==> src/rtl/mips_pkg.sv <==
// Shared MIPS core definitions used by the write-back path.
package mips_pkg;

  localparam int DEF_WIDTH = 32;
  localparam int DEF_DEPTH = 5;

  // Register 0 is hardwired to zero, so writes to it are dropped.
  localparam int unsigned REG_ZERO = 0;

  typedef struct packed {
    logic [DEF_DEPTH-1:0] wr;
    logic [DEF_WIDTH-1:0] wd;
  } wb_req_t;

endpackage

==> src/rtl/wb_arbiter_if.sv <==
// Write-back bus: ALU source, multi-cycle source and register-file write port.
interface wb_arbiter_if #(
  parameter int WIDTH = mips_pkg::DEF_WIDTH,
  parameter int DEPTH = mips_pkg::DEF_DEPTH
);

  logic                  a_valid;
  logic [DEPTH-1:0]      a_wr;
  logic [WIDTH-1:0]      a_wd;
  logic                  a_stall;
  logic                  b_valid;
  logic                  b_ready;
  logic [DEPTH-1:0]      b_wr;
  logic [WIDTH-1:0]      b_wd;
  logic                  RegWrite;
  logic [DEPTH-1:0]      WR;
  logic [WIDTH-1:0]      WD;
  logic [(1<<DEPTH)-1:0] busy;

  // Pipeline side: drives requests, observes the write port and scoreboard.
  modport master (
    output a_valid, a_wr, a_wd, b_valid, b_wr, b_wd,
    input  a_stall, b_ready, RegWrite, WR, WD, busy
  );

  // Arbiter side.
  modport slave (
    input  a_valid, a_wr, a_wd, b_valid, b_wr, b_wd,
    output a_stall, b_ready, RegWrite, WR, WD, busy
  );

endinterface

==> src/rtl/wb_fifo.sv <==
// In-order buffer for multi-cycle results with a pending-destination vector.
module wb_fifo
  import mips_pkg::*;
#(
  parameter type req_t      = wb_req_t,
  parameter int  DEPTH      = DEF_DEPTH,
  parameter int  FIFO_DEPTH = 4
) (
  input  logic                          clk,
  input  logic                          rst,
  input  logic                          push,
  input  req_t                          push_data,
  input  logic                          pop,
  output req_t                          head,
  output logic [$clog2(FIFO_DEPTH):0]   count,
  output logic                          empty,
  output logic [(1<<DEPTH)-1:0]         busy
);

  localparam int PW = $clog2(FIFO_DEPTH);

  req_t                  mem [FIFO_DEPTH];
  logic [FIFO_DEPTH-1:0] vld;
  logic [PW-1:0]         wptr;
  logic [PW-1:0]         rptr;

  // Pointers, occupancy and per-entry valid flags; pointers wrap since depth is a power of two.
  always_ff @(posedge clk or posedge rst) begin
    if (rst) begin
      wptr  <= '0;
      rptr  <= '0;
      count <= '0;
      vld   <= '0;
    end else begin
      if (push) wptr <= wptr + 1'b1;
      if (pop)  rptr <= rptr + 1'b1;
      case ({push, pop})
        2'b10:   count <= count + 1'b1;
        2'b01:   count <= count - 1'b1;
        default: count <= count;
      endcase
      if (pop)  vld[rptr] <= 1'b0;
      if (push) vld[wptr] <= 1'b1;
    end
  end

  // Entry payloads need no reset; the valid flags say which slots are live.
  always_ff @(posedge clk) begin
    if (push) mem[wptr] <= push_data;
  end

  assign head  = mem[rptr];
  assign empty = (count == '0);

  // One bit per register still owed a write by some live entry.
  always_comb begin
    busy = '0;
    for (int i = 0; i < FIFO_DEPTH; i++) begin
      if (vld[i]) busy[mem[i].wr] = 1'b1;
    end
    busy[0] = 1'b0;
  end

endmodule

==> src/rtl/wb_arbiter.sv <==
// Merges the ALU and multi-cycle write-back streams onto the single register-file write port.
module wb_arbiter
  import mips_pkg::*;
#(
  parameter int WIDTH        = DEF_WIDTH,
  parameter int DEPTH        = DEF_DEPTH,
  parameter int FIFO_DEPTH   = 4,
  parameter int STARVE_LIMIT = 3
) (
  input  logic         clk,
  input  logic         rst,
  wb_arbiter_if.slave  bus
);

  typedef struct packed {
    logic [DEPTH-1:0] wr;
    logic [WIDTH-1:0] wd;
  } req_t;

  localparam int CW = $clog2(FIFO_DEPTH) + 1;
  localparam int SW = (STARVE_LIMIT > 1) ? $clog2(STARVE_LIMIT) : 1;

  req_t                  b_req;
  req_t                  head;
  logic [CW-1:0]         count;
  logic                  empty;
  logic [(1<<DEPTH)-1:0] fifo_busy;
  logic [(1<<DEPTH)-1:0] busy_c;
  logic                  push;
  logic                  pop;
  logic                  a_write;
  logic                  force_q;
  logic                  force_d;
  logic [SW-1:0]         starve_q;
  logic [SW-1:0]         starve_d;
  logic                  reg_write_q;
  logic [DEPTH-1:0]      wr_q;
  logic [WIDTH-1:0]      wd_q;
  logic                  from_b_q;

  assign b_req.wr = bus.b_wr;
  assign b_req.wd = bus.b_wd;

  // Readiness ignores a same-cycle dequeue so a full buffer never accepts.
  assign bus.b_ready = (count != CW'(FIFO_DEPTH));
  assign push        = bus.b_valid && bus.b_ready && (bus.b_wr != DEPTH'(REG_ZERO));

  // A register-0 ALU result is consumed without taking the write slot.
  assign a_write = bus.a_valid && !force_q && (bus.a_wr != DEPTH'(REG_ZERO));
  assign pop     = !empty && (force_q || !a_write);

  wb_fifo #(
    .req_t      (req_t),
    .DEPTH      (DEPTH),
    .FIFO_DEPTH (FIFO_DEPTH)
  ) u_fifo (
    .clk       (clk),
    .rst       (rst),
    .push      (push),
    .push_data (b_req),
    .pop       (pop),
    .head      (head),
    .count     (count),
    .empty     (empty),
    .busy      (fifo_busy)
  );

  // Count ALU wins over a waiting head; the limit-th win schedules one forced dequeue.
  always_comb begin
    force_d  = 1'b0;
    starve_d = starve_q;
    if (pop || empty) begin
      starve_d = '0;
    end else if (a_write) begin
      if (starve_q == SW'(STARVE_LIMIT - 1)) begin
        force_d  = 1'b1;
        starve_d = '0;
      end else begin
        starve_d = starve_q + 1'b1;
      end
    end
  end

  // Starvation state and the registered write port.
  always_ff @(posedge clk or posedge rst) begin
    if (rst) begin
      force_q     <= 1'b0;
      starve_q    <= '0;
      reg_write_q <= 1'b0;
      wr_q        <= '0;
      wd_q        <= '0;
      from_b_q    <= 1'b0;
    end else begin
      force_q  <= force_d;
      starve_q <= starve_d;
      if (pop) begin
        reg_write_q <= 1'b1;
        wr_q        <= head.wr;
        wd_q        <= head.wd;
        from_b_q    <= 1'b1;
      end else if (a_write) begin
        reg_write_q <= 1'b1;
        wr_q        <= bus.a_wr;
        wd_q        <= bus.a_wd;
        from_b_q    <= 1'b0;
      end else begin
        reg_write_q <= 1'b0;
        from_b_q    <= 1'b0;
      end
    end
  end

  // A dequeued entry stays busy while its write sits on the port, until the file has it.
  always_comb begin
    busy_c = fifo_busy;
    if (reg_write_q && from_b_q) busy_c[wr_q] = 1'b1;
    busy_c[0] = 1'b0;
  end

  assign bus.busy     = busy_c;
  assign bus.a_stall  = force_q;
  assign bus.RegWrite = reg_write_q;
  assign bus.WR       = wr_q;
  assign bus.WD       = wd_q;

endmodule

==> src/flat_wrapper.sv <==
// flat-port wrapper written by rule: the top's interface ports become plain ports
module wb_arbiter_flat import mips_pkg::*;
#(
  parameter int WIDTH        = DEF_WIDTH,
  parameter int DEPTH        = DEF_DEPTH,
  parameter int FIFO_DEPTH   = 4,
  parameter int STARVE_LIMIT = 3
)
  (clk, rst, bus_a_valid, bus_a_wr, bus_a_wd, bus_b_valid, bus_b_wr, bus_b_wd, bus_a_stall, bus_b_ready, bus_RegWrite, bus_WR, bus_WD, bus_busy);
  wb_arbiter_if #(.WIDTH(WIDTH), .DEPTH(DEPTH)) bus_i ();
  input  logic clk;
  input  logic rst;
  input wire logic [$bits(bus_i.a_valid)-1:0] bus_a_valid;
  input wire logic [$bits(bus_i.a_wr)-1:0] bus_a_wr;
  input wire logic [$bits(bus_i.a_wd)-1:0] bus_a_wd;
  input wire logic [$bits(bus_i.b_valid)-1:0] bus_b_valid;
  input wire logic [$bits(bus_i.b_wr)-1:0] bus_b_wr;
  input wire logic [$bits(bus_i.b_wd)-1:0] bus_b_wd;
  output wire logic [$bits(bus_i.a_stall)-1:0] bus_a_stall;
  output wire logic [$bits(bus_i.b_ready)-1:0] bus_b_ready;
  output wire logic [$bits(bus_i.RegWrite)-1:0] bus_RegWrite;
  output wire logic [$bits(bus_i.WR)-1:0] bus_WR;
  output wire logic [$bits(bus_i.WD)-1:0] bus_WD;
  output wire logic [$bits(bus_i.busy)-1:0] bus_busy;
  assign bus_i.a_valid = bus_a_valid;
  assign bus_i.a_wr = bus_a_wr;
  assign bus_i.a_wd = bus_a_wd;
  assign bus_i.b_valid = bus_b_valid;
  assign bus_i.b_wr = bus_b_wr;
  assign bus_i.b_wd = bus_b_wd;
  assign bus_a_stall = bus_i.a_stall;
  assign bus_b_ready = bus_i.b_ready;
  assign bus_RegWrite = bus_i.RegWrite;
  assign bus_WR = bus_i.WR;
  assign bus_WD = bus_i.WD;
  assign bus_busy = bus_i.busy;
  wb_arbiter #(.WIDTH(WIDTH), .DEPTH(DEPTH), .FIFO_DEPTH(FIFO_DEPTH), .STARVE_LIMIT(STARVE_LIMIT)) u_core (.clk(clk), .rst(rst), .bus(bus_i));
endmodule
==> config.mk <==
export PLATFORM = sky130hd
export DESIGN_NAME = wb_arbiter_flat
export DESIGN_NICKNAME = d
export VERILOG_FILES = /design/src/rtl/mips_pkg.sv /design/src/rtl/wb_arbiter_if.sv /design/src/rtl/wb_fifo.sv /design/src/rtl/wb_arbiter.sv /design/src/flat_wrapper.sv
export SDC_FILE = /design/constraint.sdc
export NUM_CORES = 1
export LEC_CHECK = 0
export BUFFER_PORTS_ARGS = -buffer_cell sky130_fd_sc_hd__buf_2
export CORE_ASPECT_RATIO = 1.4
export CORE_UTILIZATION = 60
export DETAILED_ROUTE_END_ITERATION = 12
export PLACE_DENSITY = 0.84
export SYNTH_ARGS = -nofsm -noshare
export SYNTH_HDL_FRONTEND = slang
export SYNTH_SLANG_ARGS = --single-unit
==> constraint.sdc <==
create_clock -name clk -period 4.9 [get_ports clk]
set_input_delay 0.245 -clock clk [delete_from_list [all_inputs] [get_ports clk]]
set_output_delay 0.245 -clock clk [all_outputs]
set_load 0.03 [all_outputs]
# Word-level counts from Yosys, hierarchy flattened
# Memory sizes are Yosys's and may differ from the RTL's.
# Index checks and enable logic that the tools add are counted.
[classes]
n_addsub = 5
magnitude_cmp = 14
eq_ne = 4
muxes = 37
bitwise_logic = 7
reduce_logical = 24
[ops]
columns = ["cell", "count"]
rows = [
  ["$mux 32", 7],
  ["$or 32x32->32", 4],
  ["$lt 5x6->1 const B", 5],
  ["$demux 1 s5", 5],
  ["$ge 5x1->1 const B", 5],
  ["$mux 1", 15],
  ["$logic_and 1x1->1", 13],
  ["$mux 5", 2],
  ["$reduce_bool 5->1", 2],
  ["$mux 4", 2],
  ["$add 2x1->2 const B", 3],
  ["$lt 2x3->1 const B", 2],
  ["$mux 2", 3],
  ["$pmux 3 s2", 1],
  ["$reduce_bool 2->1", 3],
  ["$and 4x4->4", 1],
  ["$demux 1 s2", 2],
  ["$eq 2x2->1 const B", 2],
  ["$ge 2x1->1 const B", 2],
  ["$not 4->4", 1],
  ["$or 4x4->4", 1],
  ["$add 3x1->3 const B", 1],
  ["$logic_not 1->1", 3],
  ["$logic_not 3->1", 1],
  ["4 further kinds", 5],
]
[word_totals]
ff_bits = 53
ram_bits = 148
inputBits = 78
output_inout_bits = 72
word_cells = 102
mem_count = 1
[memory_table]
columns = ["name", "words", "word_bits", "read_ports", "rd_ports_with_merged_regs", "write_ports", "line", "text"]
rows = [
  ["u_core.u_fifo.mem", 4, 37, 5, 0, 1, "wb_fifo.sv:22", "req_t mem [FIFO_DEPTH];"],
]

# Longest topological paths before layout
# An unclocked memory read counts as a cell.
[depth]
depth_word = 14
depth_mapped = 11
mapped_depth_nobuf = 10

# Cells and area by module
# A second synthesis with hierarchy kept.
[hier_totals]
cells_unflattened = 589
area_unflattened_um2 = 9412.8
[by_module_without_submodules]
columns = ["module", "n_inst", "cells_per_inst", "area_per_inst_um2", "seq_area_each_um2"]
rows = [
  ["wb_fifo", 1, 391, 7023.0, 4719.5],
  ["wb_arbiter", 1, 198, 2389.8, 1051.0],
]

# Worst setup path before layout
# Ideal clock, no wire load.
[synth_path]
kind = "register to register"
startpoint = "register u_core.u_fifo.count[0]"
endpoint = "memory u_core.u_fifo.mem[0][0] (netlist bit) (enable)"
setup_ns = 0.398
arrival_time_ns = 2.157
t_required_ns = 4.502
setup_slack_ns = 2.346
stages_incl_launch_ff = 6
path_buffers = 1
period_less_slack_ns = 2.554
path_cell_list = "dfrtp_1 inv_1 nand3_1 o211a_1 clkbuf_1 and2_1"
[synth_between]
elab_chain_len = 5
[synth_lines]
columns = ["element", "line", "text"]
rows = [
  ["from (decl)", "wb_fifo.sv:15", "output logic [$clog2(FIFO_DEPTH):0] count,"],
  ["from (signal assigned)", "wb_fifo.sv:38", "2'b10: count <= count + 1'b1;"],
  ["from (signal assigned)", "wb_fifo.sv:39", "2'b01: count <= count - 1'b1;"],
  ["from (signal assigned)", "wb_fifo.sv:40", "default: count <= count;"],
  ["$ne 3x3->1", "wb_arbiter.sv:45", "assign bus.b_ready = (count != CW'(FIFO_DEPTH));"],
  ["via bus_b_ready", "flat_wrapper.sv:20", "output wire logic [$bits(bus_i.b_ready)-1:0] bus_b_ready;"],
  ["$logic_and 1x1->1 (2 in a row)", "wb_arbiter.sv:46", "assign push = bus.b_valid && bus.b_ready && (bus.b_wr != DEPTH'(REG_ZERO));"],
  ["$mux 1", "wb_fifo.sv:49", "if (push) mem[wptr] <= push_data;"],
  ["$mux 1 (not written as such)", "wb_fifo.sv:49", ""],
  ["to (decl)", "wb_fifo.sv:22", ""],
]
# The timed path passes the listed nets, and every way through them passes these cells.

==> flow_summary.json <==
{
  "status": "finished, violations left",
  "violations": "negative hold slack",
  "dp.cells": 984,
  "dp_slack_ps": 2410,
  "overflow": 0,
  "relSlewSlack_pct": 30.4,
  "die_w_um": 106,
  "hold_ws_ps": -7.99,
  "setup_tns_ps": 0,
  "slowest_delay_ps": 550,
  "initial_utilization_pct": 61.1,
  "placed_area_um2": 9930,
  "nets": 928,
  "arrival_ps": 2340,
  "worstSetupPathType": "reg2out",
  "die_h_um": 148,
  "utilization_pct": 72.5,
  "hp-class": "in2async",
  "drtAntennaViolNets": 0,
  "worst-path-buf-inv": 1,
  "critPathMaxFanout": 8,
  "cts_setup_buffers": 0,
  "p_leak_nw": 4.04,
  "crit_top_cell": "nor4_1",
  "ys_warn_count": 0,
  "syn2layout_area_growth_pct": 18.6,
  "ctsLongestPathBuffers": 3,
  "grt_pass1_wl_mm": 41.2,
  "wire_per_inst_um": 26.3,
  "grt_util_all_layers_pct": 35.6,
  "synth_edf_count": 148,
  "fin_crit_ps": 2590,
  "finalWorstSetupSlack_ps": 2310,
  "path_cells": "nand3b_1 -> nor4_1 -> nor4_1 -> o21ai_1 -> buf_2",
  "cts_hold_buf": 26,
  "crit_slowest_cell": "nor4_1",
  "cts_tree": "done",
  "syn-num-nets": 776,
  "rows": 53,
  "cts_buffers": 19,
  "synthDominantCellAreaShare_pct": 48.7,
  "drc_errors": 0,
  "clk_latency_ps": 480,
  "setup_viol": 0,
  "numPortBuffers": 148,
  "final_cells": 1045,
  "worstMarginPinSlew_ps": 1040,
  "synth_cells": 688,
  "antenna_found_initial": 1,
  "cp-start-kind": "register",
  "synth_area_per_cell_um2": 13.3,
  "fmax_ghz": 0.387,
  "maxCapViolations": 0,
  "path_clk_slew_ps": 70,
  "vdd_drop_max_v": 0.000469,
  "htree_levels": 1,
  "drtPass1Iterations": 7,
  "cts_sinks": 201,
  "drt-total-wl_mm": 27.5,
  "synth-async-reset-ratio_pct": 26.4,
  "die_area_um2": 15700,
  "root_buffer": "clkbuf_16",
  "yosysTopAreaCell": "edfxtp_1",
  "grt_max_degree": 84,
  "gp_congestion": 0.907,
  "drive_above_1_share_pct": 27.7,
  "worst_setup_path_end_kind": "output port",
  "fin_area_um2": 10800,
  "dp_hpwl_mm": 17.0,
  "first_iter_violations": 687,
  "viasPerCell": 6.62,
  "grt_pass1_vias": 7282,
  "fp.coreArea_um2": 14900,
  "skew_ps": 12.1,
  "synth_area_um2": 9120,
  "vias": 6915,
  "crit_required_ps": 4660,
  "path_delay_family": "simple AND/OR/NAND/NOR gates",
  "slew_viol_final": 0,
  "hold_violations": 9,
  "synth_cell_types": 46,
  "yosysSeqAreaShare_pct": 63.3,
  "power_density_nw_per_um2": 601,
  "ios": 150,
  "grt_setup_unrepaired": "no",
  "power_mw": 6.51,
  "ys.flop_type": "edfxtp_1",
  "ys_seq_elements": 201,
  "min_period_over_period_pct": 52.8,
  "cts_resized": 0,
  "synthTopCellsByArea": "edfxtp_1, dfrtp_1, mux4_2"
}
## placed cells by master, fill, tap and decap left out, types with 4 or more instances in the layout
cell	count
a21o_1	4
nand3_1	12
or3_1	5
inv_1	12
buf_2	148
nor4_1	8
or3b_2	6
dlygate4sd3_1	27
nand3b_1	23
o211ai_1	10
ha_1	9
nor2_1	66
o21ai_0	19
clkbuf_16	19
dfrtp_1	51
mux4_2	37
edfxtp_1	148
nor3b_1	9
a22oi_1	9
nand2_1	84
a31oi_1	40
o22a_1	9
o22ai_1	36
buf_4	6
and2_2	4
## flip-flops by register name (all words and copies together) (netlist names)
| signal | cells |
|---|---|
| u_core.bus.RegWrite | 1 |
| u_core.bus.WD | 32 |
| u_core.bus.WR | 5 |
| u_core.bus.a_stall | 1 |
| u_core.from_b_q | 1 |
| u_core.starve_q | 2 |
| u_core.u_fifo.count | 3 |
| u_core.u_fifo.mem | 148 |
| u_core.u_fifo.rptr | 2 |
| u_core.u_fifo.vld | 4 |
| u_core.u_fifo.wptr | 2 |
## logic make-up after synthesis
logic type / Yosys count / share of synthesized area [%]
AO/OA/AOI/OAI: 137 / 9.86
XOR/XNOR: 5 / 0.480
adder cells (fa/ha/maj): 10 / 1.45
buffers and inverters: 63 / 3.18
flip-flops: 201 / 63.3
multiplexers: 39 / 9.37
other: 1 / 0.0411
AND/OR/NAND/NOR: 232 / 12.4
## area by class of cell
type,instances,area [um^2]
clock buffers,24,514
diodes,1,2.50
inverters,13,48.8
flip-flops and latches,201,5770
fillers,920,4100
multi-input cells,424,3080
clock inverters,9,106
well taps,192,240
repair buffers,181,1060
## routing by layer
metal  wire (um)  track usage [%]
met4        1600             22.0
met3        1780             5.69
met2       15000             64.3
met5           0                0
met1        9020             38.8
## cells in the mapped netlist (all sizes together) (2+ instances only)
master,n
nor2,66
and3,2
nand3,12
xor2,2
inv,13
ha,9
o22a,9
nor4b,2
a22oi,9
a2bb2oi,2
a22o,2
mux4,37
nor3,3
o211ai,10
nor3b,9
a31oi,40
a21o,4
nor4,8
xnor2,3
and2,5
o22ai,36
clkbuf,31
or3b,8
edfxtp,148
or3,5
nand3b,23
or4,2
nand2,84
buf,19
o21ai,23
dfrtp,53
## path summary, 6_finish.rpt
kind                       slack (ps)                            endpoint  depth (start not counted)                          startpoint
setup / recovery                 2310                         bus_busy[1]                          5  u_core.u_fifo.mem[0][32]$_DFFE_PP_
hold / removal                     -8       u_core.bus.WD[27]$_DFFE_PP0P_                          3                                 rst
setup reg to reg                 2540  u_core.u_fifo.mem[0][32]$_DFFE_PP_                          4  u_core.u_fifo.count[0]$_DFFE_PP0P_
hold reg to reg                   460      u_core.starve_q[0]$_DFFE_PP0P_                          1      u_core.starve_q[1]$_DFFE_PP0P_
max in group asynchronous        4360   u_core.u_fifo.rptr[0]$_DFFE_PP0N_                          3                                 rst
min in group clk                   10  u_core.u_fifo.mem[3][25]$_DFFE_PP_                          1                        bus_b_wd[25]
## worst min-delay path, delay by kind of cell
family / cells / cell delay, ps
buffers and inverters: 3 / 730
## report_power, final
| part | leakage, nW | switching (mW) | internal, mW |
|---|---|---|---|
| logic | 1.78 | 1.46 | 0.840 |
| registers | 1.96 | 0.419 | 2.30 |
| clock network | 0.304 | 0.625 | 0.857 |
Power figures use the tool's default switching activity.
